$ cat config.mk
export PLATFORM = sky130hd
export DESIGN_NAME = pulse_stretch
export DESIGN_NICKNAME = d
export VERILOG_FILES = /design/src/rtl/pulse_stretch.sv
export SDC_FILE = /design/constraint.sdc
export NUM_CORES = 1
export LEC_CHECK = 0
export BUFFER_PORTS_ARGS = -buffer_cell sky130_fd_sc_hd__buf_2
export CAP_MARGIN = 20
export CORE_ASPECT_RATIO = 0.8
export CORE_MARGIN = 5
export CORE_UTILIZATION = 63
export DETAILED_ROUTE_END_ITERATION = 10
export GPL_TIMING_DRIVEN = 0
export MAX_ROUTING_LAYER = met4
export PLACE_DENSITY = 0.8
export SYNTH_ARGS = -nofsm -noshare
export SYNTH_HDL_FRONTEND = slang
export SYNTH_SLANG_ARGS = --single-unit
export TNS_END_PERCENT = 30
$ cat constraint.sdc
create_clock -name clk -period 4.6 [get_ports clk]
set_clock_uncertainty 0.05 [all_clocks]
set_input_delay 0.92 -clock clk [delete_from_list [all_inputs] [get_ports clk]]
set_output_delay 0.92 -clock clk [all_outputs]
set_load 0.02 [all_outputs]
$ cat src/rtl/pulse_stretch.sv
// -----------------------------------------------------------------------------
// pulse_stretch
//   Stretches single-cycle event strobes into visible LED-length levels.
//   Each channel runs an independent IDLE/HOLD state machine with its own
//   down-counter; a strobe arriving while a channel is already holding
//   restarts the hold time without dropping the output.
//
// Parameters
//   CHANNELS    : number of independent channels
//   HOLD_CYCLES : output high time in clk cycles (legal 1 .. 2**CNT_W)
//   CNT_W       : per-channel down-counter width
//
// Ports
//   clk         : system clock, all logic on posedge
//   reset       : asynchronous, active-high reset
//   pulse_in    : per-channel event strobes, synchronous to clk
//   led_out     : registered stretched level per channel
//   busy        : registered OR of all channels currently holding
//   overrun_clr : (optional) clears all overrun flags on the next edge
//   overrun     : (optional) sticky per-channel retrigger flags
//
// Optional feature
//   Define PULSE_STRETCH_OVERRUN_EN to add the overrun_clr/overrun ports and
//   the sticky retrigger-detection logic. Without it neither exists.
// -----------------------------------------------------------------------------
module pulse_stretch #(
   parameter int CHANNELS    = 4,
   parameter int HOLD_CYCLES = 12500000,
   parameter int CNT_W       = 24
) (
   input  logic                clk,
   input  logic                reset,
   input  logic [CHANNELS-1:0] pulse_in,
`ifdef PULSE_STRETCH_OVERRUN_EN
   input  logic                overrun_clr,
   output logic [CHANNELS-1:0] overrun,
`endif
   output logic [CHANNELS-1:0] led_out,
   output logic                busy
);

   localparam logic [0:0] ST_IDLE = 1'b0;
   localparam logic [0:0] ST_HOLD = 1'b1;

   // Counter counts remaining cycles after the current one, hence the -1.
   localparam logic [CNT_W-1:0] RELOAD = CNT_W'(HOLD_CYCLES - 1);

   logic [CHANNELS-1:0] state_q;
   logic [CHANNELS-1:0] state_d;
   logic [CNT_W-1:0]    cnt_q [CHANNELS];
   logic [CNT_W-1:0]    cnt_d [CHANNELS];

   always_comb begin
      state_d = state_q;
      for (int unsigned i = 0; i < CHANNELS; i++) begin
         cnt_d[i] = cnt_q[i];
         if (state_q[i] == ST_IDLE) begin
            if (pulse_in[i]) begin
               state_d[i] = ST_HOLD;
               cnt_d[i]   = RELOAD;
            end
         end else begin
            // Retrigger wins over expiry, even on the terminal count.
            if (pulse_in[i]) begin
               cnt_d[i] = RELOAD;
            end else if (cnt_q[i] != '0) begin
               cnt_d[i] = cnt_q[i] - CNT_W'(1);
            end else begin
               state_d[i] = ST_IDLE;
            end
         end
      end
   end

   // led_out and busy are registered copies of the next state so they change
   // on the same edge as the FSM.
   always_ff @(posedge clk or posedge reset) begin
      if (reset) begin
         state_q <= '0;
         led_out <= '0;
         busy    <= 1'b0;
         for (int unsigned i = 0; i < CHANNELS; i++) begin
            cnt_q[i] <= '0;
         end
      end else begin
         state_q <= state_d;
         led_out <= state_d;
         busy    <= |state_d;
         for (int unsigned i = 0; i < CHANNELS; i++) begin
            cnt_q[i] <= cnt_d[i];
         end
      end
   end

`ifdef PULSE_STRETCH_OVERRUN_EN
   logic [CHANNELS-1:0] retrig;

   always_comb begin
      retrig = '0;
      for (int unsigned i = 0; i < CHANNELS; i++) begin
         retrig[i] = (state_q[i] == ST_HOLD) && pulse_in[i];
      end
   end

   // A retrigger in the same cycle as a clear leaves its bit set.
   always_ff @(posedge clk or posedge reset) begin
      if (reset) begin
         overrun <= '0;
      end else begin
         overrun <= (overrun & ~{CHANNELS{overrun_clr}}) | retrig;
      end
   end
`endif

endmodule

## Word level (Yosys, flattened, before mapping)

Cells that the tools add are included.

- Flip-flop bits (word level): 101
- Input bits: 6

- $add $sub $neg: 4
- Muxes and demuxes: 32
- Reductions and logical operators: 17

Operators with widths:

| cell | number |
|---|---|
| $mux 24 | 16 |
| $reduce_bool 24->1 | 4 |
| $sub 24x1->24 const B | 4 |
| $mux 1 | 16 |
| $reduce_bool 2->1 | 8 |
| $reduce_and 2->1 | 4 |
| $reduce_or 4->1 | 1 |

## Longest topological paths before layout

- Depth after elaboration: 5
- Depth in mapped cells: 8
- Depth with buffers taken out: 7

## Worst setup path after synthesis

No wires, ideal clock.

- Path type: input to register
- Start point: in pulse_in[3]
- End point: reg busy
- Library setup time: 0.138 ns
- Data arrival time: 2.340 ns
- Data required time: 4.412 ns
- Path slack: 2.071 ns
- Stages: 6
- Path buffers: 1
- Path through: clkbuf_1 > nor4_1 > and2_1 > a31o_2 > inv_1 > or4_1

- Longest elaborated chain between the ends: 3
- Elaborated cells on any way between the ends: 4

RTL lines:

| element | line | source |
|---|---|---|
| start, declared | 33 | `input logic [CHANNELS-1:0] pulse_in,` |
| $mux 1, on equally long branches | 58, 64 |  |
| $mux 1 (*) | 57 | `if (state_q[i] == ST_IDLE) begin` |
| via state_d[3] | 49 | `logic [CHANNELS-1:0] state_d;` |
| $reduce_or 4->1 (*) | 88 | `busy <= \|state_d;` |
| end signal, assigned | 88 |  |
| end, declared | 39 | `output logic busy` |

Mark *: on every way through the listed nets, which the timed path passes. The rest lies on a longest branch.
A chain may end at the register's enable or synchronous reset.

## Worst setup path in the final report

- Start point: reg cnt_q[0] (netlist bit)
- End point: reg cnt_q[18] (netlist bit)

- Longest elaborated chain between the ends: 4
- Elaborated cells on any way between the ends: 7

RTL lines:

| element | line | source |
|---|---|---|
| start, declared | 50 | `logic [CNT_W-1:0] cnt_q [CHANNELS];` |
| start signal, assigned by index | 90 | `cnt_q[i] <= cnt_d[i];` |
| $sub 24x1->24 | 67 | `cnt_d[i] = cnt_q[i] - CNT_W'(1);` |
| $mux 24 | 66 | `end else if (cnt_q[i] != '0) begin` |
| $mux 24 | 64 | `if (pulse_in[i]) begin` |
| $mux 24 | 57 |  |

Parallel ways exist; a longest one is shown, timed or not. The select of a mux whose other input is x is not followed.

==> insert_results.sql <==
INSERT INTO impl_metrics (metric_group, metric, value, unit) VALUES
('status', 'outcome', 'finished, final reports clean', ''),
('critical_path', 'critPathCaptureType', 'flip-flop', ''),
('floorplanning', 'row_cnt', '30', ''),
('floorplanning', 'starting_density_of_the_core', '65.2', '%'),
('drt', 'route.detailed.vias_per_inst', '6.44', ''),
('final_layout', 'num_antenna_cells', '0', ''),
('synth', 'ys_ff_latch', '101', ''),
('cts', 'ctsLongestPathBuffers', '2', ''),
('synth', 'synth.top_cell.area_share', '45.3', '%'),
('synth', 'syn-cell-area', '5580', 'sq um'),
('critical_path', 'cp_max_fo', '9', ''),
('placed_design', 'routabilityCongestion', '0.891', ''),
('global_route', 'grt.total_usage', '25.3', '%'),
('drt', 'finalWirelength', '12400', 'um'),
('timing', 'worst_slew_pin_slew', '1.21', 'ns'),
('floorplanning', 'core', '8560', 'sq um'),
('cts', 'cts.htree.levels', '3', ''),
('drt', 'route.vias.total', '4759', ''),
('drt', 'drt_pre_antenna_iters', '6', ''),
('critical_path', 'worstSetupPathType', 'flip-flop to flip-flop', ''),
('drt', 'wire_length_per_cell_after_detailed_routing', '16.7', 'um'),
('flow_run', 'drv_cap', '0', ''),
('power', 'pwr_density_cell', '264', 'nW/um^2'),
('placed_design', 'dpl.hpwl', '8460', 'um'),
('synth', 'post_synthesis_sequential_area_ratio', '45.3', '%'),
('cts', 'clk-insertion-delay-late', '0.38', 'ns'),
('global_route', 'globalRouteOverflowTotal', '0', ''),
('synth', 'yosys-top-cells-area', 'sky130_fd_sc_hd__dfrtp_1 45%, sky130_fd_sc_hd__nor2_1 3.9%, sky130_fd_sc_hd__nor4_1 3.1%', ''),
('drt', 'remaining_drc_errors', '0', ''),
('placed_design', 'port-buffer-count', '9', ''),
('synth', 'ys_types', '54', ''),
('critical_path', 'arrival', '3.00', 'ns'),
('synth', 'synth_top_cells_by_count', '101 x sky130_fd_sc_hd__dfrtp_1, 58 x sky130_fd_sc_hd__nor2_1, 29 x sky130_fd_sc_hd__nand3_1, 28 x sky130_fd_sc_hd__nand2_1, 28 x sky130_fd_sc_hd__nor4_1', ''),
('synth', 'synth.most_common_cell', 'sky130_fd_sc_hd__dfrtp_1', ''),
('global_route', 'grt_first_pass_wirelength', '21500', 'um'),
('cts', 'root_buffer', 'sky130_fd_sc_hd__clkbuf_8', ''),
('power', 'ir_worst_vdd', '0.192', 'mV'),
('timing', 'period_utilization_post_route', '61.0', '%'),
('floorplanning', 'floorplan.die.height', '94.2', 'um'),
('global_route', 'grt_max_degree', '69', ''),
('power', 'power.static_leakage', '1.97', 'nW'),
('synth', 'ys_async_sr_fraction', '100', '%'),
('final_layout', 'layout-area-overhead-vs-synth', '7.31', '%'),
('timing', 'count_of_endpoints_failing_hold_in_the_final_timing_report', '0', ''),
('floorplanning', 'die_width', '115', 'um'),
('cts', 'sink_count', '101', ''),
('final_layout', 'final_net_count', '636', ''),
('cts', 'clk_transition_reported_paths', '0.10', 'ns'),
('drt', 'drt_first_iter_violations', '472', ''),
('floorplanning', 'die_area', '10900', 'sq um'),
('timing', 'achievable-frequency', '356', 'MHz'),
('synth', 'synth-edff-count', '0', ''),
('critical_path', 'timing.critical_path.required', '4.79', 'ns'),
('global_route', 'grt_pass1_vias', '4637', ''),
('synth', 'yosysWarnings', '0', ''),
('cts', 'cts_tree', 'built', ''),
('cts', 'cts_inserted_buffers', '9', ''),
('synth', 'synthesis.area_per_instance', '9.29', 'sq um'),
('global_route', 'grt_antenna_before_repair', '0', ''),
('drt', 'antenna_violating_nets_post_route', '0', ''),
('timing', 'max-slew-margin-rel', '19.3', '%'),
('timing', 'final_layout_worst_hold_slack', '0.481', 'ns'),
('critical_path', 'critPathLaunchType', 'flip-flop', ''),
('final_layout', 'layout.core_utilization', '70.0', '%'),
('synth', 'synth_top_area_cell', 'sky130_fd_sc_hd__dfrtp_1', ''),
('timing', 'report.final.slew_viol_count', '0', ''),
('synth', 'synthesis.nets', '615', ''),
('synth', 'ys.flop_type', 'sky130_fd_sc_hd__dfrtp_1', ''),
('cts', 'number_of_gates_given_a_new_drive_strength_after_cts', '0', ''),
('timing', 'grt_setup_unrepaired', 'false', ''),
('cts', 'cts_hold_repair.buffers', '0', ''),
('synth', 'synth_cells', '601', ''),
('timing', 'report.final.setup_viol', '0', ''),
('hold_path', 'worstHoldPathType', 'flip-flop to flip-flop', ''),
('final_layout', 'fill_cells', '668', ''),
('timing', 'min_period', '2.81', 'ns'),
('cts', 'cts_setup_buffers', '0', ''),
('floorplanning', 'io_pins', '11', ''),
('final_layout', 'final_layout_size_suffix_gt1_share', '7.50', '%');
layout by cell type (no fill, tap or decap), drive strengths merged, types with 13 or more instances in the layout:
| cell | netlist | final |
|---|---|---|
| dfrtp | 101 | 101 |
| nor2 | 58 | 58 |
| clkbuf | 21 | 33 |
| nand3 | 29 | 29 |
| nor4 | 29 | 29 |
| nand2 | 28 | 28 |
| o21ai | 26 | 26 |
| nor3 | 25 | 25 |
| or4 | 24 | 24 |
| a21oi | 23 | 23 |
| or3 | 21 | 21 |
| nand2b | 21 | 21 |
| o31ai | 20 | 20 |
| inv | 19 | 19 |
| nand4 | 18 | 18 |
| xnor2 | 16 | 16 |
| xor2 | 14 | 14 |
| buf | 4 | 14 |
| nor2b | 13 | 13 |
worst max-delay path, stage by stage, from the launching register on:
cell and delay, ns:
sky130_fd_sc_hd__dfrtp_1 0.43, sky130_fd_sc_hd__inv_1 0.12, sky130_fd_sc_hd__ha_1 0.20, sky130_fd_sc_hd__nor3b_1 0.97, sky130_fd_sc_hd__nand3_1 0.21, sky130_fd_sc_hd__o21ai_0 0.22
sky130_fd_sc_hd__or3b_2 0.47
final cells by class:
class                   count  area, sq um  area share, %
well taps                 112          140           2.34
repair buffers             10         72.6           1.21
clock inverters             4         47.5          0.794
inverters                  19         73.8           1.23
clock buffers              12          145           2.42
multi-input cells         456         2880           48.2
plain buffers              25         97.6           1.63
flip-flops and latches    101         2530           42.2
per-stage QoR:
step	setup TNS [ns]	cells	setup WS, ns	total power, W	area [sq um]
2_1_floorplan	0	601	0.983	0.000993	5580
3_3_place_gp	-11.04	722	-0.113	0.00102	5770
3_5_place_dp	0	723	1.60	0.00102	5800
4_1_cts	0	739	1.82	0.00159	5990
5_1_grt	0	739	1.51	0.00165	5990
6_report	0	739	1.79	0.00158	5990
power breakdown:
| group | switching (W) | total (W) | internal [W] | leakage (nW) |
|---|---|---|---|---|
| clock network | 0.000307 | 0.000572 | 0.000265 | 0.0964 |
| registers | 0.0000150 | 0.000914 | 0.000899 | 1.07 |
| logic | 0.0000640 | 0.0000922 | 0.0000282 | 0.806 |
| total | 0.000386 | 0.00158 | 0.00119 | 1.97 |
logic make-up (layout without fill, tap and decap cells):
| group | count (synthesis) | in the layout | share of synthesized area [%] |
|---|---|---|---|
| simple gates | 298 | 298 | 30.1 |
| compound gates | 110 | 110 | 13.2 |
| flops | 101 | 101 | 45.3 |
| buf+inv | 44 | 70 | 3.03 |
| xor+xnor | 30 | 30 | 4.71 |
| mux | 10 | 10 | 1.82 |
| fa+ha+maj | 8 | 8 | 1.79 |
flip-flops by register name, indices dropped and copies added, names as in the netlist:
register  flops
cnt_q        96
state_q       4
busy          1
final timing paths:
path / from / depth (start not counted) / end / slack [ns]
worst min-delay path: cnt_q[6] / 1 / cnt_q[6] / 0.48
min in group asynchronous: reset / 2 / cnt_q[79] / 0.49
worst max-delay path: cnt_q[0] / 6 / cnt_q[18] / 1.79
max in group asynchronous: reset / 3 / cnt_q[5] / 3.35
worst min register to register: cnt_q[6] / 1 / cnt_q[6] / 0.48
worst max register to register: cnt_q[0] / 6 / cnt_q[18] / 1.79
metal layers:
layer / share of wire (%) / global-route usage [%] / up-vias
met2: 47 / 38.2 / 155
li1: - / - / 2282
met4: 1.9 / 9.87 / 0
met5: 0 / - / -
met1: 45 / 33.4 / 2301
met3: 5.6 / 5.34 / 21
No activity file was read; power rests on OpenSTA's default activity.
